$ cat src/rtl/mem_arbiter_if.sv
// Fetch, LSU and memory-port signal bundle for mem_arbiter.
// slave = arbiter view, master = requester/memory environment view.
interface mem_arbiter_if #(
    parameter int unsigned ADDR_W = 32,
    parameter int unsigned DATA_W = 32
);
    logic                  if_req;
    logic [ADDR_W-1:0]     if_addr;
    logic                  if_gnt;
    logic                  if_rvalid;
    logic [DATA_W-1:0]     if_rdata;

    logic                  lsu_req;
    logic                  lsu_we;
    logic [1:0]            lsu_size;
    logic [ADDR_W-1:0]     lsu_addr;
    logic [DATA_W-1:0]     lsu_wdata;
    logic                  lsu_gnt;
    logic                  lsu_rvalid;
    logic [DATA_W-1:0]     lsu_rdata;
    logic                  lsu_misaligned;

    logic                  mem_req;
    logic                  mem_we;
    logic [DATA_W/8-1:0]   mem_be;
    logic [ADDR_W-1:0]     mem_addr;
    logic [DATA_W-1:0]     mem_wdata;
    logic                  mem_gnt;
    logic                  mem_rvalid;
    logic [DATA_W-1:0]     mem_rdata;

    modport slave (
        input  if_req, if_addr,
        output if_gnt, if_rvalid, if_rdata,
        input  lsu_req, lsu_we, lsu_size, lsu_addr, lsu_wdata,
        output lsu_gnt, lsu_rvalid, lsu_rdata, lsu_misaligned,
        output mem_req, mem_we, mem_be, mem_addr, mem_wdata,
        input  mem_gnt, mem_rvalid, mem_rdata
    );

    modport master (
        output if_req, if_addr,
        input  if_gnt, if_rvalid, if_rdata,
        output lsu_req, lsu_we, lsu_size, lsu_addr, lsu_wdata,
        input  lsu_gnt, lsu_rvalid, lsu_rdata, lsu_misaligned,
        input  mem_req, mem_we, mem_be, mem_addr, mem_wdata,
        output mem_gnt, mem_rvalid, mem_rdata
    );
endinterface

$ cat src/rtl/mem_arbiter.sv
// Single-outstanding arbiter/sequencer between fetch, LSU and a shared memory port.
// Define MEM_ARB_FAIRNESS_EN for round-robin tie-breaking; default is LSU-over-fetch.
module mem_arbiter #(
    parameter int unsigned ADDR_W = 32,
    parameter int unsigned DATA_W = 32
) (
    input  logic         clk,
    input  logic         rst,
    mem_arbiter_if.slave bus,
    output logic         stall
);
    localparam int unsigned BE_W = DATA_W / 8;

    typedef enum logic [1:0] {IDLE, REQ, RSP} state_e;
    typedef enum logic {OWN_FETCH, OWN_LSU} owner_e;

    state_e              state_q, state_d;
    owner_e              owner_q, owner_d;
    logic                we_q, we_d;
    logic [BE_W-1:0]     be_q, be_d;
    logic [ADDR_W-1:0]   addr_q, addr_d;
    logic [DATA_W-1:0]   wdata_q, wdata_d;
    logic [DATA_W-1:0]   rdata_q, rdata_d;
    logic                if_rvalid_q, if_rvalid_d;
    logic                lsu_rvalid_q, lsu_rvalid_d;

    logic                if_gnt_c, lsu_gnt_c, misaligned_c;
    logic                prefer_lsu, lsu_wins, lsu_misal;
    logic [1:0]          lsu_off;
    logic [BE_W-1:0]     lsu_be;
    logic [DATA_W-1:0]   lsu_wlanes;

    assign lsu_off = bus.lsu_addr[1:0];

    // Size/offset decode: lane enables, lane-replicated store data, alignment check
    always_comb begin
        lsu_be     = '0;
        lsu_wlanes = bus.lsu_wdata;
        lsu_misal  = 1'b0;
        case (bus.lsu_size)
            2'd0: begin
                lsu_be     = BE_W'(4'b0001 << lsu_off);
                lsu_wlanes = DATA_W'({4{bus.lsu_wdata[7:0]}});
            end
            2'd1: begin
                lsu_be     = BE_W'(4'b0011 << lsu_off);
                lsu_wlanes = DATA_W'({2{bus.lsu_wdata[15:0]}});
                lsu_misal  = lsu_off[0];
            end
            2'd2: begin
                lsu_be    = BE_W'(4'b1111);
                lsu_misal = (lsu_off != 2'd0);
            end
            default: lsu_misal = 1'b1;
        endcase
    end

`ifdef MEM_ARB_FAIRNESS_EN
    logic prefer_lsu_q, prefer_lsu_d;

    // The requester just served yields the next tie
    always_comb begin
        prefer_lsu_d = prefer_lsu_q;
        if (lsu_gnt_c)     prefer_lsu_d = 1'b0;
        else if (if_gnt_c) prefer_lsu_d = 1'b1;
    end

    always_ff @(posedge clk or posedge rst) begin
        if (rst) prefer_lsu_q <= 1'b1;
        else     prefer_lsu_q <= prefer_lsu_d;
    end

    assign prefer_lsu = prefer_lsu_q;
`else
    assign prefer_lsu = 1'b1;
`endif

    assign lsu_wins = bus.lsu_req & (~bus.if_req | prefer_lsu);

    always_comb begin
        state_d      = state_q;
        owner_d      = owner_q;
        we_d         = we_q;
        be_d         = be_q;
        addr_d       = addr_q;
        wdata_d      = wdata_q;
        rdata_d      = rdata_q;
        if_rvalid_d  = 1'b0;
        lsu_rvalid_d = 1'b0;
        if_gnt_c     = 1'b0;
        lsu_gnt_c    = 1'b0;
        misaligned_c = 1'b0;
        case (state_q)
            IDLE: begin
                if (lsu_wins) begin
                    lsu_gnt_c = 1'b1;
                    if (lsu_misal) begin
                        misaligned_c = 1'b1;
                    end else begin
                        state_d = REQ;
                        owner_d = OWN_LSU;
                        we_d    = bus.lsu_we;
                        be_d    = lsu_be;
                        addr_d  = bus.lsu_addr & ~ADDR_W'(3);
                        wdata_d = lsu_wlanes;
                    end
                end else if (bus.if_req) begin
                    if_gnt_c = 1'b1;
                    state_d  = REQ;
                    owner_d  = OWN_FETCH;
                    we_d     = 1'b0;
                    be_d     = '1;
                    addr_d   = bus.if_addr & ~ADDR_W'(3);
                    wdata_d  = '0;
                end
            end
            REQ: begin
                if (bus.mem_gnt) state_d = RSP;
            end
            RSP: begin
                if (bus.mem_rvalid) begin
                    state_d      = IDLE;
                    rdata_d      = bus.mem_rdata;
                    if_rvalid_d  = (owner_q == OWN_FETCH);
                    lsu_rvalid_d = (owner_q == OWN_LSU);
                end
            end
            default: state_d = IDLE;
        endcase
    end

    always_ff @(posedge clk or posedge rst) begin
        if (rst) begin
            state_q      <= IDLE;
            owner_q      <= OWN_LSU;
            we_q         <= 1'b0;
            be_q         <= '0;
            addr_q       <= '0;
            wdata_q      <= '0;
            rdata_q      <= '0;
            if_rvalid_q  <= 1'b0;
            lsu_rvalid_q <= 1'b0;
        end else begin
            state_q      <= state_d;
            owner_q      <= owner_d;
            we_q         <= we_d;
            be_q         <= be_d;
            addr_q       <= addr_d;
            wdata_q      <= wdata_d;
            rdata_q      <= rdata_d;
            if_rvalid_q  <= if_rvalid_d;
            lsu_rvalid_q <= lsu_rvalid_d;
        end
    end

    // Grant pulses are combinational; masked so reset forces every output low at once
    assign bus.if_gnt         = if_gnt_c & ~rst;
    assign bus.lsu_gnt        = lsu_gnt_c & ~rst;
    assign bus.lsu_misaligned = misaligned_c & ~rst;
    assign bus.if_rvalid      = if_rvalid_q;
    assign bus.if_rdata       = rdata_q;
    assign bus.lsu_rvalid     = lsu_rvalid_q;
    assign bus.lsu_rdata      = rdata_q;
    assign bus.mem_req        = (state_q == REQ);
    assign bus.mem_we         = we_q;
    assign bus.mem_be         = be_q;
    assign bus.mem_addr       = addr_q;
    assign bus.mem_wdata      = wdata_q;

    assign stall = ~rst & ((bus.if_req & ~if_gnt_c) | (bus.lsu_req & ~lsu_gnt_c) |
                           (state_q != IDLE) | if_rvalid_q | lsu_rvalid_q);
endmodule

$ cat src/flat_wrapper.sv
// flat-port wrapper written by rule: the top's interface ports become plain ports
module mem_arbiter_flat 
#(
    parameter int unsigned ADDR_W = 32,
    parameter int unsigned DATA_W = 32
)
  (clk, rst, stall, bus_if_req, bus_if_addr, bus_if_gnt, bus_if_rvalid, bus_if_rdata, bus_lsu_req, bus_lsu_we, bus_lsu_size, bus_lsu_addr, bus_lsu_wdata, bus_lsu_gnt, bus_lsu_rvalid, bus_lsu_rdata, bus_lsu_misaligned, bus_mem_req, bus_mem_we, bus_mem_be, bus_mem_addr, bus_mem_wdata, bus_mem_gnt, bus_mem_rvalid, bus_mem_rdata);
  mem_arbiter_if #(.ADDR_W(ADDR_W), .DATA_W(DATA_W)) bus_i ();
  input  logic clk;
  input  logic rst;
  output logic stall;
  input wire logic [$bits(bus_i.if_req)-1:0] bus_if_req;
  input wire logic [$bits(bus_i.if_addr)-1:0] bus_if_addr;
  output wire logic [$bits(bus_i.if_gnt)-1:0] bus_if_gnt;
  output wire logic [$bits(bus_i.if_rvalid)-1:0] bus_if_rvalid;
  output wire logic [$bits(bus_i.if_rdata)-1:0] bus_if_rdata;
  input wire logic [$bits(bus_i.lsu_req)-1:0] bus_lsu_req;
  input wire logic [$bits(bus_i.lsu_we)-1:0] bus_lsu_we;
  input wire logic [$bits(bus_i.lsu_size)-1:0] bus_lsu_size;
  input wire logic [$bits(bus_i.lsu_addr)-1:0] bus_lsu_addr;
  input wire logic [$bits(bus_i.lsu_wdata)-1:0] bus_lsu_wdata;
  output wire logic [$bits(bus_i.lsu_gnt)-1:0] bus_lsu_gnt;
  output wire logic [$bits(bus_i.lsu_rvalid)-1:0] bus_lsu_rvalid;
  output wire logic [$bits(bus_i.lsu_rdata)-1:0] bus_lsu_rdata;
  output wire logic [$bits(bus_i.lsu_misaligned)-1:0] bus_lsu_misaligned;
  output wire logic [$bits(bus_i.mem_req)-1:0] bus_mem_req;
  output wire logic [$bits(bus_i.mem_we)-1:0] bus_mem_we;
  output wire logic [$bits(bus_i.mem_be)-1:0] bus_mem_be;
  output wire logic [$bits(bus_i.mem_addr)-1:0] bus_mem_addr;
  output wire logic [$bits(bus_i.mem_wdata)-1:0] bus_mem_wdata;
  input wire logic [$bits(bus_i.mem_gnt)-1:0] bus_mem_gnt;
  input wire logic [$bits(bus_i.mem_rvalid)-1:0] bus_mem_rvalid;
  input wire logic [$bits(bus_i.mem_rdata)-1:0] bus_mem_rdata;
  assign bus_i.if_req = bus_if_req;
  assign bus_i.if_addr = bus_if_addr;
  assign bus_if_gnt = bus_i.if_gnt;
  assign bus_if_rvalid = bus_i.if_rvalid;
  assign bus_if_rdata = bus_i.if_rdata;
  assign bus_i.lsu_req = bus_lsu_req;
  assign bus_i.lsu_we = bus_lsu_we;
  assign bus_i.lsu_size = bus_lsu_size;
  assign bus_i.lsu_addr = bus_lsu_addr;
  assign bus_i.lsu_wdata = bus_lsu_wdata;
  assign bus_lsu_gnt = bus_i.lsu_gnt;
  assign bus_lsu_rvalid = bus_i.lsu_rvalid;
  assign bus_lsu_rdata = bus_i.lsu_rdata;
  assign bus_lsu_misaligned = bus_i.lsu_misaligned;
  assign bus_mem_req = bus_i.mem_req;
  assign bus_mem_we = bus_i.mem_we;
  assign bus_mem_be = bus_i.mem_be;
  assign bus_mem_addr = bus_i.mem_addr;
  assign bus_mem_wdata = bus_i.mem_wdata;
  assign bus_i.mem_gnt = bus_mem_gnt;
  assign bus_i.mem_rvalid = bus_mem_rvalid;
  assign bus_i.mem_rdata = bus_mem_rdata;
  mem_arbiter #(.ADDR_W(ADDR_W), .DATA_W(DATA_W)) u_core (.clk(clk), .rst(rst), .bus(bus_i), .stall(stall));
endmodule
$ cat config.mk
export PLATFORM = sky130hd
export DESIGN_NAME = mem_arbiter_flat
export DESIGN_NICKNAME = d
export VERILOG_FILES = /design/src/rtl/mem_arbiter_if.sv /design/src/rtl/mem_arbiter.sv /design/src/flat_wrapper.sv
export SDC_FILE = /design/constraint.sdc
export NUM_CORES = 1
export LEC_CHECK = 0
export CAP_MARGIN = 20
export CORE_AREA = 2 2 135 104
export DETAILED_ROUTE_END_ITERATION = 8
export DIE_AREA = 0 0 137 106
export MAX_ROUTING_LAYER = met4
export PLACE_DENSITY = 0.8
export SLEW_MARGIN = 20
export SYNTH_ARGS = -nofsm -noshare
export SYNTH_HDL_FRONTEND = slang
export SYNTH_SLANG_ARGS = --single-unit
$ cat constraint.sdc
create_clock -name clk -period 4.55 [get_ports clk]
set_input_delay 0.91 -clock clk [delete_from_list [all_inputs] [get_ports clk]]
set_output_delay 0.91 -clock clk [all_outputs]
set_load 0.02 [all_outputs]
Word-level counts from Yosys, hierarchy flattened:

Cells that the tools add are included.

* register bits after elaboration: 106
* bits of input ports: 137

* equality and inequality tests: 9
* shifts and indexed selects: 2
* multiplexer cells: 35
* bitwise logic cells: 14
* reductions and logical operators: 8

Operators with widths (count)
* $mux W32: 6
* $pmux W32 S2: 1
* $mux W1: 17
* $mux W4: 3
* $pmux W4 S3: 1
* $mux W2: 5
* $and A1 B1 Y1: 6
* $ne A3 B3 Y1 const B: 2
* $pmux W2 S3: 1
* $reduce_bool A2 Y1: 3
* $eq A2 B1 Y1 const B: 2
* $eq A2 B2 Y1 const B: 2
* $logic_not A2 Y1: 2
* $ne A2 B2 Y1 const B: 2
* $not A1 Y1: 4
* $or A1 B1 Y1: 4
* $reduce_and A4 Y1: 1
* $shl A1 B2 Y4 const A: 1
* $shl A2 B2 Y4 const A: 1
* $pmux W1 S3: 1
* $reduce_and A3 Y1: 1
* $ne A2 B1 Y1 const B: 1
* $reduce_and A2 Y1: 1

Depth between registers and ports, before layout:

* word-level depth: 10
* gate-level depth with buffers: 6
* depth with buffers taken out: 4

Least setup slack after synthesis:

No wires, ideal clock.

* kind: input to output
* from: in bus_lsu_req
* to: out bus_lsu_misaligned
* arrival time: 2131 ps
* required time: 3640 ps
* slack: 1509 ps
* stages: 5
* path buffers: 3
* cell sequence: buf_2 -> buf_4 -> buf_2 -> nand2_1 -> nor4_1

* word-level cells in the longest chain between the ends: 3

RTL lines
* start: declaration: line flat_wrapper.sv:17 `input wire logic [$bits(bus_i.lsu_req)-1:0] bus_lsu_req;`
* $mux W1: line mem_arbiter.sv:95 `if (lsu_wins) begin`
* $mux W1: line mem_arbiter.sv:93 `case (state_q)`
* $and A1 B1 Y1: line mem_arbiter.sv:159 `assign bus.lsu_misaligned = misaligned_c & ~rst;`
* end: declaration: line flat_wrapper.sv:25 `output wire logic [$bits(bus_i.lsu_misaligned)-1:0] bus_lsu_misaligned;`

No other way between the ends.

Final worst setup path:

* from: in bus_lsu_size[1]
* to: out bus_lsu_misaligned

* word-level cells in the longest chain between the ends: 6
* elaborated cells on any way between the ends: 8
* classes of those cells: eq/ne (2); mux (4); bitwise (1); reduce/logical (1)

RTL lines
* start: declaration: line flat_wrapper.sv:19 `input wire logic [$bits(bus_i.lsu_size)-1:0] bus_lsu_size;`
* $eq A2 B2 Y1 (tied with other cells): line mem_arbiter.sv:40 `case (bus.lsu_size)`
* $pmux W1 S3 *: line mem_arbiter.sv:40
* $mux W1 *: line mem_arbiter.sv:97 `if (lsu_misal) begin`
* $mux W1 *: line mem_arbiter.sv:95
* $mux W1 *: line mem_arbiter.sv:93
* $and A1 B1 Y1 *: line mem_arbiter.sv:159

Mark *: on every way between the ends. The rest lies on a longest branch, timed or not.

==> results.toml <==
[hold_path]
worst_hold_path_type = "reg -> reg"
worst_hold_startpoint = "u_core.owner_q"

[route]
drt-total-wl_microns = 14990
detailedRoute.firstIterationViolations = 270
route.detailed.drc = 0
wire_per_inst_microns = 16.98
ant_nets = 0
drt_first_pass_iters = 5
vias = 4443
post_drt_via_cell_ratio = 5.032

[pwr]
share_of_power_burned_in_combinational_logic_pct = 52.8
internal_power_of_the_cells_mw = 3.129
power.share.clock_pct = 15.4
power.net_switching_mw = 1.963
ir_worst_vdd_mv = 0.4429
powerDensity_nw_per_um2 = 646.4
power.switching_fraction_pct = 38.55
p_leak_nw = 3.317
share_of_total_power_in_sequential_cells_pct = 31.8

[floorplan]
rows = 37
floorplan.initialDensity_pct = 37.85
floorplan.die.width_microns = 137
top_level_ports = 277
die_area_sq_um = 14520
placeableCoreArea_sq_um = 13330
die_h_microns = 106

[final_layout]
stdcell_count = 883
multi_input_combinational_cell_area_sq_um = 1912
final.fill_count = 1102
final_layout_size_suffix_gt1_share_pct = 10.33
num-nets-final = 839
flow.area_growth_from_synthesis_pct = 56.11
seqCellArea_sq_um = 2604
final_core_utilization_pct = 59.08

[clock_network]
postCtsSetupBuffers = 0
cts.clk_slew.worst_paths_ns = 0.07
cts_root_buffer = "clkbuf_16"
cts_tree = "yes"
cts-hold-fix-buffers = 0
cts.sink_count = 104
clockBufferDepth = 2
cts.htree.levels = 3
clk-insertion-delay-late_ns = 0.34
cts_inserted_buffers = 9
cts_resized = 0

[job]
max-cap-violations = 0

[global_routing]
track_usage_pct = 21.07
grt_first_pass_wirelength_microns = 22700
grt_max_degree = 106
global_route.overflow_total = 0
antenna_found_initial = 1
grt_pass1_vias = 4237

[place]
post-place-cells = 866
port-buffer-count = 272
dp_hpwl_microns = 11280
placer_congestion = 0.8711

[sta]
final.setup_skew_ns = 0.005971
timing_hold_violations_final = 0
setup_tns_ns = 0
rsz0062_at_grt = "false"
layout_worst_path_cycle_share_pct = 76.96
timing.final.crit_period_ns = 3.502
worst_slew_pin_slew_ns = 0.9468
timing.fmax_ghz = 0.2856
final-setup-viol-count = 0
final-max-slew-violation-count = 0
max-slew-margin-rel_pct = 36.88

[critical_path]
worstSetupStartpoint = "bus_lsu_size[1]"
worstReg2RegStart = "u_core.state_q[1]"
worst_setup_end_kind = "output port"
worst-setup-path-type = "in -> out"
timing.critical_path.arrival_ns = 2.59
required_ns = 3.64
worst_setup_path_start_kind = "primary input"
worst-path-max-fanout = 22

[logic_synthesis]
synth-seq-cells = 104
avgSynthCellArea_sq_um = 10.51
synth.yosys.seq_area_share_pct = 51.60
synth.top_cells.by_area = "dfrtp_1 51%, mux2_2 8.9%, nand3_1 6.2%"
number_of_warnings_issued_by_yosys = 0
syn-instance-count = 480
synth.largest_area_cell = "dfrtp_1"
synth.most_common_cell = "dfrtp_1"
synth-edff-count = 0
synth-main-ff-cell = "dfrtp_1"
synthDistinctLibCells = 34
syn-cell-area_sq_um = 5046
synth_async_sr_flop_share_pct = 100.0
synthDominantCellAreaShare_pct = 51.08
synth_top_cells_by_count = "103 x dfrtp_1, 63 x nand3_1, 48 x o21ai_0"

[status]
status = "completed"
[per-stage QoR]
step	total power [mW]	setup WS, ns	hold WS, ns	cell area [sq um]
2_1_floorplan	3.120	0.9095	0.4657	5050
3_3_place_gp	4.283	1.023	0.4711	7564
3_5_place_dp	4.347	1.051	0.4783	7564
4_1_cts	5.149	1.045	0.4953	7873
5_1_grt	5.395	0.9965	0.5239	7878
6_report	5.092	1.048	0.4962	7878
[layout by cell type (no fill, tap or decap), types with 2 or more instances in the layout]
cell	count
clkdlybuf4s50_1	271
clkbuf_16	9
nand3_1	63
nand3b_1	2
clkinv_4	2
nor3_1	2
conb_1	2
inv_1	11
dfrtp_1	103
buf_4	8
o211ai_1	16
nand2b_1	2
mux2i_1	30
clkbuf_8	2
mux2_2	40
o21ai_1	33
a21oi_1	3
nand2_1	34
o21ai_0	48
nor2_1	7
[power by group through the flow]
stage	combinational, mW	sequential (mW)	clock [mW]
2_1_floorplan	1.03	2.09	0
3_3_place_gp	2.68	1.60	0
3_5_place_dp	2.71	1.64	0
4_1_cts	2.72	1.62	0.808
5_1_grt	2.87	1.68	0.844
6_report	2.69	1.62	0.786
[path summary, 6_finish.rpt]
check / end / slack, ns / cells past startpoint
max: bus_lsu_misaligned / 1.05 / 5
min: u_core.bus.if_rvalid / 0.50 / 1
max reg2reg: u_core.state_q[0] / 2.56 / 5
min reg2reg: u_core.bus.if_rvalid / 0.50 / 1
max in group asynchronous: u_core.bus.mem_wdata[22] / 2.60 / 3
min in group asynchronous: u_core.bus.mem_wdata[20] / 1.27 / 2
[area by class of cell]
type                            count  area share (%)
Clock inverter                      4          0.6671
Antenna cell                        1         0.03177
Timing Repair Buffer              280           35.26
Sequential cell                   104           33.05
Inverter                           13          0.6830
Multi-Input combinational cell    294           24.27
Tap cell                          175           2.780
Clock buffer                       12           3.256
[worst max-delay path, cell delays in order]
cell and delay (ns):
clkdlybuf4s50_1 0.46, buf_4 0.23, a21oi_2 0.08, nor4_1 0.23, clkdlybuf4s50_1 0.68
[state kept, by name, summed over array words and instances (netlist names)]
signal and count:
u_core.bus.if_rdata 32, u_core.bus.mem_wdata 32, u_core.bus.mem_addr 30, u_core.bus.mem_be 4, u_core.state_q 2, u_core.bus.if_rvalid 1, u_core.bus.lsu_rvalid 1, u_core.bus.mem_we 1
u_core.owner_q 1
[cells by family (layout without fill, tap and decap cells)]
kind of cell / after synthesis / in the layout / share of synthesized area, %
muxes: 70 / 70 / 14.88
buffers and inverters: 83 / 309 / 10.59
AOI/OAI and AO/OA: 105 / 105 / 11.75
other: 1 / 3 / 0.07431
and+or+nand+nor: 117 / 117 / 11.11
DFF: 104 / 104 / 51.60
[layer usage]
metal,track usage (%),wire (microns)
met3,6.104,1346
met2,35.32,7663
met5,-,0
met1,24.24,5656
met4,6.996,325
Power figures use the tool's default switching activity.
